<file path="src/rtl/vga_logo_scanner.sv">
// rtl/vga_logo_scanner.sv - VGA raster timing, logo offset animation and colour/sync output stage
module vga_logo_scanner #(
  parameter int         H_VISIBLE = 800,
  parameter int         H_FP      = 56,
  parameter int         H_SYNC    = 120,
  parameter int         H_BP      = 64,
  parameter int         V_VISIBLE = 600,
  parameter int         V_FP      = 37,
  parameter int         V_SYNC    = 6,
  parameter int         V_BP      = 23,
  parameter logic       SYNC_POL  = 1'b1,
  parameter int         DELT_STEP = 10,
  parameter int         DELT_MAX  = 250,
  parameter logic [8:0] FG_COLOR  = 9'h1FF,
  parameter logic [8:0] BG_COLOR  = 9'h000
) (
  input  logic        clk,
  input  logic        rst,
  input  logic        enable,
  input  logic        hit,
  output logic [10:0] x,
  output logic [10:0] y,
  output logic [10:0] delt,
  output logic        hsync,
  output logic        vsync,
  output logic        video_on,
  output logic [8:0]  rgb
);

  localparam logic [10:0] H_LAST   = 11'(H_VISIBLE + H_FP + H_SYNC + H_BP - 1);
  localparam logic [10:0] V_LAST   = 11'(V_VISIBLE + V_FP + V_SYNC + V_BP - 1);
  localparam logic [10:0] H_VIS    = 11'(H_VISIBLE);
  localparam logic [10:0] V_VIS    = 11'(V_VISIBLE);
  localparam logic [10:0] HS_START = 11'(H_VISIBLE + H_FP);
  localparam logic [10:0] HS_END   = 11'(H_VISIBLE + H_FP + H_SYNC);
  localparam logic [10:0] VS_START = 11'(V_VISIBLE + V_FP);
  localparam logic [10:0] VS_END   = 11'(V_VISIBLE + V_FP + V_SYNC);
  localparam logic [10:0] STEP     = 11'(DELT_STEP);
  localparam logic [10:0] DMAX     = 11'(DELT_MAX);
  localparam logic [10:0] UP_LIMIT = 11'(DELT_MAX - DELT_STEP);

  typedef enum logic {UP, DOWN} dir_t;

  dir_t        state;
  dir_t        state_next;
  logic [10:0] delt_next;
  logic        line_end;
  logic        frame_wrap;
  logic        vis;
  logic        hs_act;
  logic        vs_act;

  assign line_end   = (x == H_LAST);
  assign frame_wrap = line_end && (y == V_LAST);

  // Stage 0: pixel counters, x per clock and y per completed line
  always_ff @(posedge clk) begin
    if (rst) begin
      x <= '0;
      y <= '0;
    end else if (line_end) begin
      x <= '0;
      y <= (y == V_LAST) ? 11'd0 : y + 11'd1;
    end else begin
      x <= x + 11'd1;
    end
  end

  // Animation state register; delt only moves on the frame-wrap edge
  always_ff @(posedge clk) begin
    if (rst) begin
      state <= UP;
      delt  <= '0;
    end else begin
      state <= state_next;
      delt  <= delt_next;
    end
  end

  // Bounce logic: saturate at the ends and reverse direction there
  always_comb begin
    state_next = state;
    delt_next  = delt;
    if (frame_wrap && enable) begin
      case (state)
        UP: begin
          if (delt >= UP_LIMIT) begin
            delt_next  = DMAX;
            state_next = DOWN;
          end else begin
            delt_next = delt + STEP;
          end
        end
        DOWN: begin
          if (delt <= STEP) begin
            delt_next  = '0;
            state_next = UP;
          end else begin
            delt_next = delt - STEP;
          end
        end
        default: begin
          state_next = UP;
        end
      endcase
    end
  end

  assign vis    = (x < H_VIS) && (y < V_VIS);
  assign hs_act = (x >= HS_START) && (x < HS_END);
  assign vs_act = (y >= VS_START) && (y < VS_END);

  // Stage 1: register colour and syncs together so they stay mutually aligned
  always_ff @(posedge clk) begin
    if (rst) begin
      video_on <= 1'b0;
      rgb      <= '0;
      hsync    <= ~SYNC_POL;
      vsync    <= ~SYNC_POL;
    end else begin
      video_on <= vis;
      rgb      <= vis ? (hit ? FG_COLOR : BG_COLOR) : 9'h000;
      hsync    <= hs_act ? SYNC_POL : ~SYNC_POL;
      vsync    <= vs_act ? SYNC_POL : ~SYNC_POL;
    end
  end

endmodule

</file>
<file path="config.mk">
export PLATFORM = sky130hd
export DESIGN_NAME = vga_logo_scanner
export DESIGN_NICKNAME = d
export VERILOG_FILES = /design/src/rtl/vga_logo_scanner.sv
export SDC_FILE = /design/constraint.sdc
export NUM_CORES = 1
export LEC_CHECK = 0
export CORE_MARGIN = 2
export CORE_UTILIZATION = 54
export CTS_CLUSTER_SIZE = 40
export DETAILED_ROUTE_END_ITERATION = 8
export GPL_ROUTABILITY_DRIVEN = 0
export PLACE_DENSITY = 0.85
export SLEW_MARGIN = 0
export SYNTH_ARGS = -nofsm -noshare
export SYNTH_HDL_FRONTEND = slang
export SYNTH_SLANG_ARGS = --single-unit
</file>
<file path="constraint.sdc">
create_clock -name clk -period 7.3 [get_ports clk]
set_clock_uncertainty 0.15 [all_clocks]
set_input_delay 1.46 -clock clk [delete_from_list [all_inputs] [get_ports clk]]
set_output_delay 1.46 -clock clk [all_outputs]
set_load 0.005 [all_outputs]
</file>
# --- Word-level counts from Yosys, hierarchy flattened ---
# Index checks and enable logic that the tools add are counted.
totals:
  mem_bits_ro: 0
  n_memories: 0
  out_inout_bits: 45
  ram_bits: 0
  reg_bits: 46
  latch_bits: 0
  wordCells: 41
  in_bits: 4
classes:
  bitwise_logic: 2
  n_reduce_logical: 7
  n_eq_ne: 2
  div_mod_pow: 0
  n_shift: 0
  mux: 10
  n_mul: 0
  addsub: 4
  n_lt_le_gt_ge: 8
ops:
  columns: ["cell", "n"]
  rows:
  - ["less-than comparator 11 x 10 -> 1 bit, second input constant", 4]
  - ["two-way mux 11 bit", 3]
  - ["adder 11 x 1 -> 11 bit, second input constant", 2]
  - [">= comparator 11 x 10 -> 1 bit, second input constant", 2]
  - ["case mux 11 bit (2 select lines)", 1]
  - ["adder 11 x 4 -> 11 bit, second input constant", 1]
  - ["== test 11 x 10 -> 1 bit, second input constant", 1]
  - ["== test 11 bit, second input constant", 1]
  - [">= comparator 11 x 8 -> 1 bit, second input constant", 1]
  - ["<= comparator 11 x 4 -> 1 bit, second input constant", 1]
  - ["subtractor 11 x 4 -> 11 bit, second input constant", 1]
  - ["two-way mux 9 bit", 1]
  - ["logical AND 1 bit", 5]
  - ["two-way mux 1 bit", 4]
  - ["OR reduction 2 bit", 2]
  - ["NOT 1 bit", 2]
  - ["case mux 1 bit (2 select lines)", 1]

# --- Longest topological paths before layout ---
# Gate-level depths: netlist of the first run.
logic_depth:
  ltp_word: 4
  mapped_depth: 8
  mapped_depth_nobuf: 7

# --- Worst setup path before layout of the first run ---
# OpenSTA, ideal clock, no wires.
synth_timing:
  path_kind: "input port to flip-flop"
  from: "in enable"
  to: "reg delt[10]"
  required_ns: 7.079
  arrival_ns: 2.304
  setup_time_ns: 0.071
  n_path_buf: 0
  cell_stages: 3
  path_slack_ns: 4.775
  path_cell_list: "nand3_1 or4_1 a21oi_1"
synth_via:
  elab_chain_len: 1
synth_rtl:
  columns: ["item", "line", "rtl"]
  rows:
  - ["from (decl)", "19", "input logic enable,"]
  - ["logical AND 1 bit", "84", "if (frame_wrap && enable) begin"]
  - ["to (signal assigned)", "76", "delt <= delt_next;"]
  - ["to (decl)", "23", "output logic [10:0] delt,"]
# No other way between the ends.
# A chain may end at the register's enable or synchronous reset.

# --- Worst setup path in the final report of the first run ---
layout_timing:
  from: "reg delt[4]"
  to: "out delt[4]"
# No word-level cell between the ends.

==> results.yml, run 1 <==
status:
  run_status: "finished clean"
setup_path:
  cp.required_ns: 5.69
  r2r_cells: 6
  critPathKind: "reg2out"
  startpoint_type: "flop"
  r2r_start: "x[0]$_SDFF_PP0_"
  r2r_slack_ns: 4.57
  cp.depth: 1
  cpMaxStageDelayCell: "dfxtp_1"
  crit_arrival_ns: 1.52
  path_cells: "clkdlybuf4s50_1"
  path_delay_family: "flip-flops"
  setup.worst_path.start: "delt[4]$_SDFFE_PP0P_"
  r2r-end: "delt[10]$_SDFFE_PP0P_"
  timing.critical_path.buf_inv: 1
  max_stage_delay_ns: 0.63
  endpoint: "delt[4]"
  cp_max_fo: 17
  end_kind: "output port"
yosys:
  synth_nets: 293
  synth_ff_type: "dfxtp_1"
  async_reset_ff_share_pct: 0
  synthCells: 282
  synth_top_area_cell: "dfxtp_1"
  ys_ff_latch: 37
  yosys_warnings: 0
  synth_area_per_cell_um2: 7.83
  synthTopCellsByArea: "dfxtp_1, nor2_1, xor2_1"
  synth_cell_type_count: 48
  seq_area_frac_synth_pct: 33.6
  synth_area_mm2: 0.00221
  synth_top_area_share_pct: 33.6
  synth-edff-count: 0
floorplan:
  die_x_um: 67.9
  ioPinCount: 49
  design.die.area_mm2: 0.00461
  core-area_mm2: 0.00397
  initial_core_util_pct: 55.6
  std_cell_rows: 23
  die_h_um: 67.9
sta:
  min_period_over_period_pct: 42.8
  setup_viol: 0
  hold_violations: 0
  rsz0062_at_grt: "no"
  min_period_ns: 3.13
  final-max-slew-violation-count: 0
  clock.fmax_mhz: 320
  worst_pin_slew_ns: 0.962
  setup_slack_ns: 4.17
  tns_ns: 0
  slew_headroom_pct: 34.2
placed_design:
  io_buffers: 47
  place_ws_ns: 4.11
  dp_hpwl_um: 3580
hold_path:
  hold_path_class: "reg2reg"
grt:
  grt_pass1_wl_um: 8510
  track_usage_pct: 23.7
  antenna_found_initial: 0
  grt_pass1_vias: 1915
  overflow: 0
  grt_max_degree: 20
cts:
  root_buffer: "clkbuf_8"
  cts-hold-fix-buffers: 0
  clk_pin_slew_ns: 0.07
  cts.sinks: 37
  numCtsBuffers: 5
  clock_latency_ns: 0.29
  cts-htree-levels: 2
  cts_tree: "done"
  cts_resized: 0
  cts_buffer_depth: 2
  postCtsSetupBuffers: 0
detailed_routing:
  ant_nets: 0
  dr.first_iter.drc_count: 137
  wl_per_cell_um: 14.3
  drc: 0
  vias: 2083
  first_pass_iters: 4
  wl_um: 5140
  viasPerCell: 5.79
power:
  p_per_area_mw_per_mm2: 138
  leakagePower_nw: 0.988
  power.total_w: 0.000370
  vdd_drop_max_uv: 96.9
cells_and_area:
  layout-drive-gt1-share_pct: 4.19
  area_growth_pct: 21.7
  diodes: 0
  layout.nets: 321
run:
  drv_cap: 0
Yosys cell counts, types with 2 or more instances:
cell type,count
a2111oi_0,2
a21oi_1,19
a31oi_1,3
and2_1,3
and3_1,7
and4_1,2
buf_4,9
clkbuf_1,15
dfxtp_1,37
ha_1,7
inv_1,10
nand2_1,12
nand2b_1,2
nand3_1,11
nand4_1,9
nor2_1,42
nor3_1,10
nor3b_1,4
nor4_1,7
nor4b_1,2
o211ai_1,2
o21a_1,2
o21ai_0,8
o21ai_1,7
o21bai_1,5
or2_2,2
or3_1,2
or4_1,2
or4_4,2
xnor2_1,5
xor2_1,15
logic make-up (layout without fill, tap and decap cells):
family / Yosys count / in the layout / synth area share [%]
simple gates: 123 / 123 / 29.2
buf+inv: 36 / 64 / 8.05
xor+xnor: 20 / 20 / 7.94
flops: 37 / 37 / 33.6
other cells: 1 / 1 / 0.170
fa+ha+maj: 7 / 7 / 3.97
compound gates: 58 / 58 / 17.1
area by class of cell:
type,instances,area (um2)
Timing Repair Buffer,47,470
Fill cell,338,1280
Inverter,10,37.5
Clock buffer,7,86.3
Multi-Input combinational cell,209,1290
Tap cell,50,62.6
Sequential cell,37,741
metal layers:
layer / global-route usage [%] / routed length (um) / vias to the layer above
met5: 0 / 0 / -
met4: 8.25 / 89 / 0
met3: 3.95 / 196 / 8
met2: 40.7 / 2580 / 49
met1: 30.0 / 2280 / 986
li1: - / - / 1040
state kept, by name, summed over array words and instances (netlist names):
name,flops
delt,10
video_on,1
state,1
rgb,1
y,11
hsync,1
x,11
vsync,1
stage by stage:
stage	cell area (um2)	cells	hold slack, ns	utilization, %
floorplan	2210	282	0.305	-
global placement	2600	353	0.306	65.5
detailed placement	2600	353	0.317	65.5
CTS	2690	360	0.335	67.6
global route	2690	360	0.377	67.6
finish	2690	360	0.327	67.6
worst min path at each step:
stage | start | to | slack [ns] | depth (start not counted)
4_1_cts | x[0]$_SDFF_PP0_ | x[0]$_SDFF_PP0_ | 0.33 | 1
2_1_floorplan | x[0]$_SDFF_PP0_ | x[0]$_SDFF_PP0_ | 0.31 | 1
3_5_place_dp | x[0]$_SDFF_PP0_ | x[0]$_SDFF_PP0_ | 0.32 | 1
6_report | x[0]$_SDFF_PP0_ | x[0]$_SDFF_PP0_ | 0.33 | 1
5_1_grt | x[0]$_SDFF_PP0_ | x[0]$_SDFF_PP0_ | 0.38 | 1
3_3_place_gp | x[0]$_SDFF_PP0_ | x[0]$_SDFF_PP0_ | 0.31 | 1
layout by cell type (no fill, tap or decap), types with 2 or more instances in the layout:
cell,instances
a2111oi_0,2
a21oi_1,19
a31oi_1,3
and2_1,3
and3_1,7
and4_1,2
clkbuf_8,6
clkdlybuf4s50_1,47
dfxtp_1,37
ha_1,7
inv_1,10
nand2_1,12
nand2b_1,2
nand3_1,11
nand4_1,9
nor2_1,42
nor3_1,10
nor3b_1,4
nor4_1,7
nor4b_1,2
o211ai_1,2
o21a_1,2
o21ai_0,8
o21ai_1,7
o21bai_1,5
or2_2,2
or3_1,2
or4_1,2
or4_4,2
xnor2_1,5
xor2_1,15
report_power, final:
group / internal (W) / switching (W) / total, W
registers: 0.000204 / 0.00000251 / 0.000206
logic: 0.0000110 / 0.00000768 / 0.0000187
clock network: 0.0000749 / 0.0000701 / 0.000145
total: 0.000290 / 0.0000803 / 0.000370
Note: power is estimated with default switching activity, not from simulation.
==> run 2, diff against run 1 <==
Settings changed: CORE_UTILIZATION 54 to 46, PLACE_DENSITY 0.85 to 0.77.
Clock period 7.3 ns to 2.7 ns, I/O delays scaled along.
==> run 2 against run 1 <==
  * Register-to-register slack worse by 4.3 ns
  * Highest routed layer unchanged
  * Global-route usage is 2.5 points lower
  * Combinational power grew to 2.8 times the previous value
  * Critical path type is now reg2reg
  * Sequential share of layout area is 1.2 points lower
  * Power grew to 3.2 times the previous value
==> results.yml, run 2 (synthesized netlist as in run 1, its figures left out) <==
status:
  run_status: "finished clean"
grt:
  overflow: 0
  grt_max_degree: 17
  antenna_found_initial: 0
  grt_pass1_vias: 1879
  track_usage_pct: 21.2
  grt_pass1_wl_um: 8980
sta:
  hold_violations: 0
  min_period_over_period_pct: 90.1
  setup_viol: 0
  tns_ns: 0
  worst_pin_slew_ns: 0.590
  min_period_ns: 2.43
  final-max-slew-violation-count: 0
  rsz0062_at_grt: "no"
  slew_headroom_pct: 60.3
  setup_slack_ns: 0.267
  clock.fmax_mhz: 411
power:
  leakagePower_nw: 1.06
  seqPwrFrac_pct: 47.1
  p_sw_share_pct: 19.8
  power.total_w: 0.00118
  combinationalPowerShare_pct: 4.4
  vdd_drop_max_uv: 309
  p_int_w: 0.000948
  netSwitchingPower_w: 0.000234
  p_per_area_mw_per_mm2: 422
  clock_power_share_pct: 48.5
detailed_routing:
  first_pass_iters: 4
  viasPerCell: 5.65
  ant_nets: 0
  wl_um: 5420
  vias: 2114
  wl_per_cell_um: 14.5
  drc: 0
  dr.first_iter.drc_count: 130
floorplan:
  ioPinCount: 49
  die_x_um: 73.3
  initial_core_util_pct: 47.4
  die_h_um: 73.3
  std_cell_rows: 25
  design.die.area_mm2: 0.00537
  core-area_mm2: 0.00466
placed_design:
  dp_hpwl_um: 3850
  place_ws_ns: 0.308
  io_buffers: 47
setup_path:
  end_kind: "flop"
  r2r_slack_ns: 0.27
  crit_arrival_ns: 2.46
  cp.required_ns: 2.72
  r2r_start: "delt[6]$_SDFFE_PP0P_"
  startpoint_type: "flop"
  r2r_cells: 5
  r2r-end: "delt[6]$_SDFFE_PP0P_"
  critPathKind: "reg2reg"
  cp_max_fo: 10
cells_and_area:
  layout-drive-gt1-share_pct: 7.50
  diodes: 0
  layout.nets: 330
  top_regs: "x x11, y x11, delt x10"
  layout_commonest_cell: "clkdlybuf4s50_1"
  final_cell_mix: "clkdlybuf4s50_1, nor2_1, dfxtp_1, a21oi_1, xor2_1"
  area_growth_pct: 27.2
hold_path:
  holdPathEnd: "x[0]$_SDFF_PP0_"
  hold_path_class: "reg2reg"
  hp-start: "x[0]$_SDFF_PP0_"
  min_path_cells: 1
cts:
  cts-htree-levels: 2
  cts.sinks: 37
  cts-hold-fix-buffers: 0
  postCtsSetupBuffers: 0
  root_buffer: "clkbuf_8"
  clock_latency_ns: 0.29
  cts_buffer_depth: 2
  numCtsBuffers: 5
  clk_pin_slew_ns: 0.08
  cts_resized: 0
  cts_tree: "done"
run:
  drv_cap: 0
## run 2: worst max-delay path by stage
stage | start | endpoint | slack (ns) | cells after the start
after floorplan | delt[5]$_SDFFE_PP0P_ | delt[5]$_SDFFE_PP0P_ | 0.29 | 6
after global placement | delt[6]$_SDFFE_PP0P_ | delt[5]$_SDFFE_PP0P_ | 0.33 | 5
after detailed placement | delt[6]$_SDFFE_PP0P_ | delt[5]$_SDFFE_PP0P_ | 0.31 | 5
after CTS | delt[6]$_SDFFE_PP0P_ | delt[5]$_SDFFE_PP0P_ | 0.29 | 5
after global routing | delt[6]$_SDFFE_PP0P_ | delt[6]$_SDFFE_PP0P_ | 0.14 | 5
final | delt[6]$_SDFFE_PP0P_ | delt[6]$_SDFFE_PP0P_ | 0.27 | 5
## run 2: layout make-up
type,count,area [um2]
Clock buffer,5,68.8
Clock inverter,3,65.1
Fill cell,411,1850
Inverter,10,37.5
Multi-Input combinational cell,209,1290
Sequential cell,37,741
Tap cell,54,67.6
Timing Repair Buffer,56,538
## run 2: power groups by stage
stage                      logic, W  registers, W  clock network [W]
after floorplan           0.0000292      0.000570                  0
after global placement    0.0000520      0.000570                  0
after detailed placement  0.0000531      0.000570                  0
after CTS                 0.0000532      0.000557           0.000584
after global routing      0.0000574      0.000559           0.000607
final                     0.0000520      0.000557           0.000574
## run 2: worst max-delay path: stages (launching register included)
cell       delay [ns]
dfxtp_1          0.39
or4_4            0.59
o41ai_4          0.53
nor3b_1          0.09
a2111oi_0        0.43
a21oi_1          0.12
## run 2: routing by layer
metal  up-vias  global-route usage, %  part of all wire (%)
li1       1059                      -                     -
met1       996                   28.1                    46
met2        52                   34.2                    48
met3         7                   4.66                   3.9
met4         0                   7.00                   1.4
met5         -                      0                     0
## run 2: per-stage QoR
step | utilization [%] | area [um2] | hold slack (ns) | std cells
global route | 60.2 | 2810 | 0.360 | 374
finish | 60.2 | 2810 | 0.328 | 374
detailed placement | 57.3 | 2670 | 0.316 | 366
CTS | 60.2 | 2810 | 0.335 | 374
floorplan | - | 2210 | 0.305 | 282
global placement | 57.3 | 2670 | 0.308 | 366
